<file path="src/rtl/line_cache_sdram_writer_if.sv">
// Bus bundle between the line-cache writer (master), the line-cache read port and the
// SDRAM controller write port (slave side).
interface line_cache_sdram_writer_if #(
  parameter int ROW_W  = 10,
  parameter int COL_W  = 10,
  parameter int DATA_W = 16
);
  logic [10:0]            cache_rd_address;
  logic [DATA_W-1:0]      cache_rd_data;
  logic                   sd_req;
  logic [ROW_W+COL_W-1:0] sd_addr;
  logic                   sd_gnt;
  logic [DATA_W-1:0]      sd_wdata;
  logic                   sd_wdata_next;

  modport master (
    output cache_rd_address, sd_req, sd_addr, sd_wdata,
    input  cache_rd_data, sd_gnt, sd_wdata_next
  );

  modport slave (
    input  cache_rd_address, sd_req, sd_addr, sd_wdata,
    output cache_rd_data, sd_gnt, sd_wdata_next
  );
endinterface

</file>
<file path="src/rtl/line_cache_sdram_writer.sv">
// Copies a finished line-cache row into SDRAM as fixed-length write bursts, then toggles s_ack.
// Optional WRITER_OVERRUN_DETECT_EN adds sticky overrun and saturating overrun_cnt outputs.
module line_cache_sdram_writer #(
  parameter int ROW_WORDS = 752,
  parameter int BURST_LEN = 8,
  parameter int COL_W     = 10
) (
  input  logic                             clk,
  input  logic                             reset_n,
  input  logic                             s_req,
  output logic                             s_ack,
  input  logic                             s_cache_row,
  input  logic [9:0]                       s_sdram_row,
  line_cache_sdram_writer_if.master        bus,
  output logic                             busy
`ifdef WRITER_OVERRUN_DETECT_EN
  ,
  output logic                             overrun,
  output logic [7:0]                       overrun_cnt
`endif
);
  localparam int PTR_W  = 10;
  localparam int BEAT_W = (BURST_LEN > 1) ? $clog2(BURST_LEN) : 1;
  localparam logic [PTR_W-1:0]  ROW_END   = PTR_W'(ROW_WORDS);
  localparam logic [BEAT_W-1:0] BEAT_LAST = BEAT_W'(BURST_LEN - 1);

  typedef enum logic [2:0] {
    IDLE     = 3'd0,
    PREFETCH = 3'd1,
    REQ      = 3'd2,
    DATA     = 3'd3,
    ACK      = 3'd4
  } state_e;

  state_e              state_q, state_d;
  logic                req_meta_q, req_sync_q;
  logic                s_ack_q, s_ack_d;
  logic                busy_q, busy_d;
  logic                sd_req_q, sd_req_d;
  logic                half_q, half_d;
  logic [9:0]          row_q, row_d;
  logic [PTR_W-1:0]    ptr_q, ptr_d;
  logic [PTR_W-1:0]    ptr_inc_s, rd_col_s;
  logic [BEAT_W-1:0]   beat_q, beat_d;
  logic                pending_s;

  assign pending_s = req_sync_q ^ s_ack_q;

  // Two-flop synchronizer for the asynchronous request toggle
  always_ff @(posedge clk or negedge reset_n) begin
    if (!reset_n) begin
      req_meta_q <= 1'b0;
      req_sync_q <= 1'b0;
    end else begin
      req_meta_q <= s_req;
      req_sync_q <= req_meta_q;
    end
  end

  // Transfer state register
  always_ff @(posedge clk or negedge reset_n) begin
    if (!reset_n) begin
      state_q  <= IDLE;
      s_ack_q  <= 1'b0;
      busy_q   <= 1'b0;
      sd_req_q <= 1'b0;
      half_q   <= 1'b0;
      row_q    <= 10'd0;
      ptr_q    <= '0;
      beat_q   <= '0;
    end else begin
      state_q  <= state_d;
      s_ack_q  <= s_ack_d;
      busy_q   <= busy_d;
      sd_req_q <= sd_req_d;
      half_q   <= half_d;
      row_q    <= row_d;
      ptr_q    <= ptr_d;
      beat_q   <= beat_d;
    end
  end

  // Next-state logic; the read address runs one word ahead on every consumed beat
  always_comb begin
    state_d   = state_q;
    s_ack_d   = s_ack_q;
    busy_d    = busy_q;
    sd_req_d  = 1'b0;
    half_d    = half_q;
    row_d     = row_q;
    ptr_d     = ptr_q;
    beat_d    = beat_q;
    ptr_inc_s = ptr_q + PTR_W'(1);
    rd_col_s  = ptr_q;
    case (state_q)
      IDLE: begin
        if (pending_s) begin
          row_d   = s_sdram_row;
          half_d  = s_cache_row;
          ptr_d   = '0;
          beat_d  = '0;
          busy_d  = 1'b1;
          state_d = PREFETCH;
        end else begin
          state_d = IDLE;
        end
      end
      PREFETCH: begin
        state_d = REQ;
      end
      REQ: begin
        if (bus.sd_gnt) begin
          state_d = DATA;
        end else begin
          state_d = REQ;
        end
      end
      DATA: begin
        if (bus.sd_wdata_next) begin
          rd_col_s = ptr_inc_s;
          ptr_d    = ptr_inc_s;
          if (beat_q == BEAT_LAST) begin
            beat_d = '0;
            // s_ack flips on the edge right after the final word so the sampler sees it one cycle later
            if (ptr_inc_s == ROW_END) begin
              state_d = ACK;
              s_ack_d = ~s_ack_q;
              busy_d  = 1'b0;
            end else begin
              state_d = REQ;
            end
          end else begin
            beat_d = beat_q + BEAT_W'(1);
          end
        end else begin
          state_d = DATA;
        end
      end
      ACK: begin
        state_d = IDLE;
      end
      default: begin
        state_d = IDLE;
        busy_d  = 1'b0;
      end
    endcase
    sd_req_d = (state_d == REQ);
  end

  assign s_ack                = s_ack_q;
  assign busy                 = busy_q;
  assign bus.sd_req           = sd_req_q;
  assign bus.sd_addr          = {row_q, ptr_q[COL_W-1:0]};
  assign bus.sd_wdata         = bus.cache_rd_data;
  assign bus.cache_rd_address = {half_q, rd_col_s};

`ifdef WRITER_OVERRUN_DETECT_EN
  logic       req_prev_q;
  logic       overrun_q, overrun_d;
  logic [7:0] overrun_cnt_q, overrun_cnt_d;

  // A request toggle seen while busy means the sampler lapped this writer
  always_comb begin
    overrun_d     = overrun_q;
    overrun_cnt_d = overrun_cnt_q;
    if (busy_q && (req_sync_q != req_prev_q)) begin
      overrun_d = 1'b1;
      if (overrun_cnt_q != 8'hFF) begin
        overrun_cnt_d = overrun_cnt_q + 8'd1;
      end else begin
        overrun_cnt_d = overrun_cnt_q;
      end
    end else begin
      overrun_d = overrun_q;
    end
  end

  // Overrun status registers
  always_ff @(posedge clk or negedge reset_n) begin
    if (!reset_n) begin
      req_prev_q    <= 1'b0;
      overrun_q     <= 1'b0;
      overrun_cnt_q <= 8'd0;
    end else begin
      req_prev_q    <= req_sync_q;
      overrun_q     <= overrun_d;
      overrun_cnt_q <= overrun_cnt_d;
    end
  end

  assign overrun     = overrun_q;
  assign overrun_cnt = overrun_cnt_q;
`endif
endmodule

</file>
<file path="src/flat_wrapper.sv">
// flat-port wrapper written by rule: the top's interface ports become plain ports
module line_cache_sdram_writer_flat 
#(
  parameter int ROW_WORDS = 752,
  parameter int BURST_LEN = 8,
  parameter int COL_W     = 10
)
  (clk, reset_n, s_req, s_ack, s_cache_row, s_sdram_row, busy, bus_cache_rd_address, bus_sd_req, bus_sd_addr, bus_sd_wdata, bus_cache_rd_data, bus_sd_gnt, bus_sd_wdata_next);
  line_cache_sdram_writer_if #(.COL_W(COL_W)) bus_i ();
  input  logic clk;
  input  logic reset_n;
  input  logic s_req;
  output logic s_ack;
  input  logic s_cache_row;
  input  logic [9:0] s_sdram_row;
  output logic busy;
  output wire logic [$bits(bus_i.cache_rd_address)-1:0] bus_cache_rd_address;
  output wire logic [$bits(bus_i.sd_req)-1:0] bus_sd_req;
  output wire logic [$bits(bus_i.sd_addr)-1:0] bus_sd_addr;
  output wire logic [$bits(bus_i.sd_wdata)-1:0] bus_sd_wdata;
  input wire logic [$bits(bus_i.cache_rd_data)-1:0] bus_cache_rd_data;
  input wire logic [$bits(bus_i.sd_gnt)-1:0] bus_sd_gnt;
  input wire logic [$bits(bus_i.sd_wdata_next)-1:0] bus_sd_wdata_next;
  assign bus_cache_rd_address = bus_i.cache_rd_address;
  assign bus_sd_req = bus_i.sd_req;
  assign bus_sd_addr = bus_i.sd_addr;
  assign bus_sd_wdata = bus_i.sd_wdata;
  assign bus_i.cache_rd_data = bus_cache_rd_data;
  assign bus_i.sd_gnt = bus_sd_gnt;
  assign bus_i.sd_wdata_next = bus_sd_wdata_next;
  line_cache_sdram_writer #(.ROW_WORDS(ROW_WORDS), .BURST_LEN(BURST_LEN), .COL_W(COL_W)) u_core (.clk(clk), .reset_n(reset_n), .s_req(s_req), .s_ack(s_ack), .s_cache_row(s_cache_row), .s_sdram_row(s_sdram_row), .bus(bus_i), .busy(busy));
endmodule
</file>
<file path="config.mk">
export PLATFORM = sky130hd
export DESIGN_NAME = line_cache_sdram_writer_flat
export DESIGN_NICKNAME = d
export VERILOG_FILES = /design/src/rtl/line_cache_sdram_writer_if.sv /design/src/rtl/line_cache_sdram_writer.sv /design/src/flat_wrapper.sv
export SDC_FILE = /design/constraint.sdc
export NUM_CORES = 1
export LEC_CHECK = 0
export CAP_MARGIN = 10
export CORE_MARGIN = 2
export CORE_UTILIZATION = 42
export DETAILED_ROUTE_END_ITERATION = 7
export PLACE_DENSITY = 0.81
export SYNTH_ARGS = -nofsm -noshare
export SYNTH_HDL_FRONTEND = slang
export SYNTH_SLANG_ARGS = --single-unit
</file>
<file path="constraint.sdc">
create_clock -name clk -period 2.37 [get_ports clk]
set_clock_uncertainty 0.15 [all_clocks]
set_input_delay 0.474 -clock clk [delete_from_list [all_inputs] [get_ports clk]]
set_output_delay 0.474 -clock clk [all_outputs]
set_load 0.1 [all_outputs]
</file>
==> flow_summary.toml <==
[layout]
layout.nets = 286
drive_gt1_frac = 0.510
synthToLayoutAreaGrowth_pct = 56.7
final_common_cell = "buf_4"
diodes = 0
layout_common_cells = "buf_4, dfrtp_1, nand2_1, clkdlybuf4s50_1"

[worst_setup_path]
cp_data_required_time_ns = 1.75
path_max_fanout = 7
worst-setup-path-type = "reg2out"
worst_setup_path_start_kind = "register"
crit_arrival_ns = 1.71
crit_chain = "nor2b_4 -> nand3_2 -> buf_6 -> nor2_4 -> xor2_4 -> buf_12"
endpoint_kind = "primary output"
cpPeakStageDelay_ns = 0.40
cpMaxStageDelayCell = "dfrtp_1"

[min_path]
min-delay-path-class = "reg2reg"

[synth]
synth_nets = 225
avgSynthCellArea_sq_um = 9.64
syn_inst = 189
synth-seq-area-share = 0.440
synth_edf_count = 0
synth-main-ff-cell = "dfrtp_1"
ys.warnings.count = 0
synth_area_sq_um = 1820
ys_types = 38
ys_ff_latch = 32
ys_async_sr_fraction = 1.00

[grt]
track_usage = 0.187
grt_remaining_overflow = 0
antenna_found_initial = 0
grt_max_degree = 33
grt_pass1_wl_um = 7450
grt_pass1_vias = 1587

[placement]
dpl.hpwl_um = 3010
numPortBuffers = 49
gp_congestion = 0.837

[sta]
min_period_ns = 2.34
hold_viol = 0
fin_crit_sh = 0.986
final_max_slew_viol_count = 0
rsz0062_at_grt = "yes"
worst_pin_slew_ns = 0.400
relSlewSlack = 0.733
max_freq_mhz = 428
setup_viol = 0
fin_tns_setup_ns = 0

[clock_tree]
clk_pin_slew_ns = 0.07
clock_path_buffers = 2
numClockSinks = 32
cts_hold_buf = 0
cts_buffers = 5
cts_tree = "done"
clk_latency_ns = 0.29
cts_htree_levels = 2
clockRootBuffer = "clkbuf_8"

[route]
vias_per_cell = 5.46
drt-initial-drc-count = 82
postRouteAntennaNets = 0
dr.pass1.iters = 4
vias = 1643
routedWlPerCell_um = 15.0
totalWireLength_um = 4530
route.detailed.drc = 0

[die]
start_util = 0.446
num_rows = 23
die_y_um = 69.9
dieArea_sq_um = 4880
die_x_um = 69.9
core-area_sq_um = 4090
io-pin-count = 82

[pwr]
p_leak_nw = 1.28
power_density_nw_per_um2 = 1360
p_total_mw = 3.88
ir_drop_uv = 1340

[job]
maxCapViolCount = 0

[outcome]
outcome = "completed"
==> registers in the layout, indices dropped and copies added (netlist names) <==
name and count:
u_core.s_ack 1, u_core.req_sync_q 1, u_core.row_q 10, u_core.beat_q 3, u_core.busy 1, u_core.req_meta_q 1
u_core.bus.sd_req 1, u_core.half_q 1, u_core.ptr_q 10, u_core.state_q 3
==> per-stage QoR <==
stage | utilization | std cells | setup WS, ns | cell area (sq um) | hold slack (ns)
after floorplan | - | 189 | -0.209 | 2090 | 0.0284
after global placement | 0.630 | 273 | -0.183 | 2570 | 0.182
after detailed placement | 0.630 | 273 | -0.227 | 2570 | 0.190
after CTS | 0.685 | 296 | -0.00152 | 2800 | 0.206
after global routing | 0.699 | 301 | -0.0744 | 2860 | 0.222
final | 0.699 | 301 | 0.0336 | 2860 | 0.202
==> metal layers <==
layer | GRT usage | vias up | routed length (um)
met1 | 0.247 | 795 | 1840
met2 | 0.303 | 75 | 2290
li1 | - | 767 | -
met4 | 0.0662 | 0 | 53
met3 | 0.0418 | 6 | 344
met5 | 0 | - | 0
==> cell families (layout without fill, tap and decap cells) <==
| logic type | count (synthesis) | count (layout) | synth area share |
|---|---|---|---|
| xor+xnor | 13 | 13 | 0.0625 |
| simple gates | 61 | 61 | 0.161 |
| fa+ha+maj | 4 | 4 | 0.0275 |
| buf+inv | 32 | 94 | 0.112 |
| mux | 11 | 11 | 0.0680 |
| flops | 32 | 32 | 0.440 |
| compound gates | 36 | 36 | 0.130 |
==> critical path, delay by kind of cell, from the launching register on <==
kind	cells	cell delay, ns
buffers and inverters	2	0.35
XOR/XNOR	1	0.19
AND/OR/NAND/NOR	3	0.48
flip-flops	1	0.40
==> layout make-up <==
type                       count  area, sq um
clock inverter                 2         10.0
multi-input combinational    125         1060
timing repair buffer          82          793
sequential                    32          832
tap                           50         62.6
fill                         303         1230
clock buffer                   6         82.6
inverter                       4         15.0
==> worst paths after layout <==
| path | from | endpoint | slack [ns] | cells after the start |
|---|---|---|---|---|
| max | u_core.state_q[0]$_DFF_PN0_ | bus_cache_rd_address[3] | 0.03 | 6 |
| min | u_core.req_meta_q$_DFF_PN0_ | u_core.req_sync_q$_DFF_PN0_ | 0.20 | 0 |
| max reg2reg | u_core.ptr_q[0]$_DFFE_PN0P_ | u_core.bus.sd_req$_DFF_PN0_ | 0.08 | 7 |
| min reg2reg | u_core.req_meta_q$_DFF_PN0_ | u_core.req_sync_q$_DFF_PN0_ | 0.20 | 0 |
| max in group asynchronous | reset_n | u_core.ptr_q[1]$_DFFE_PN0P_ | 1.31 | 2 |
| min in group asynchronous | reset_n | u_core.beat_q[2]$_DFFE_PN0P_ | 0.43 | 2 |
==> synth_stat cells (all sizes together), types with 6 or more instances <==
| cell type | instances | area [sq um] |
|---|---|---|
| nand2 | 20 | 75.1 |
| xnor2 | 9 | 78.8 |
| dfrtp | 32 | 801 |
| a21oi | 6 | 30.0 |
| nand3 | 11 | 55.1 |
| o21ai | 17 | 100 |
| nor2 | 14 | 52.6 |
| buf | 24 | 174 |
| mux2 | 11 | 124 |
==> where the power goes <==
part           internal, mW  total [mW]  switching (mW)  leakage [nW]
clock network         0.232       0.434           0.202        0.0510
registers             0.742       0.895           0.153         0.379
logic                 0.765        2.55            1.78         0.846
total                  1.74        3.88            2.14          1.28
==> repair_timing <==
item,in CTS,in global routing
resized for setup,6,9
pin swaps,3,9
endpoints found under the setup margin,9,8
buffers inserted,15,5
gates cloned,0,0
(Power assumes the default switching activity.)
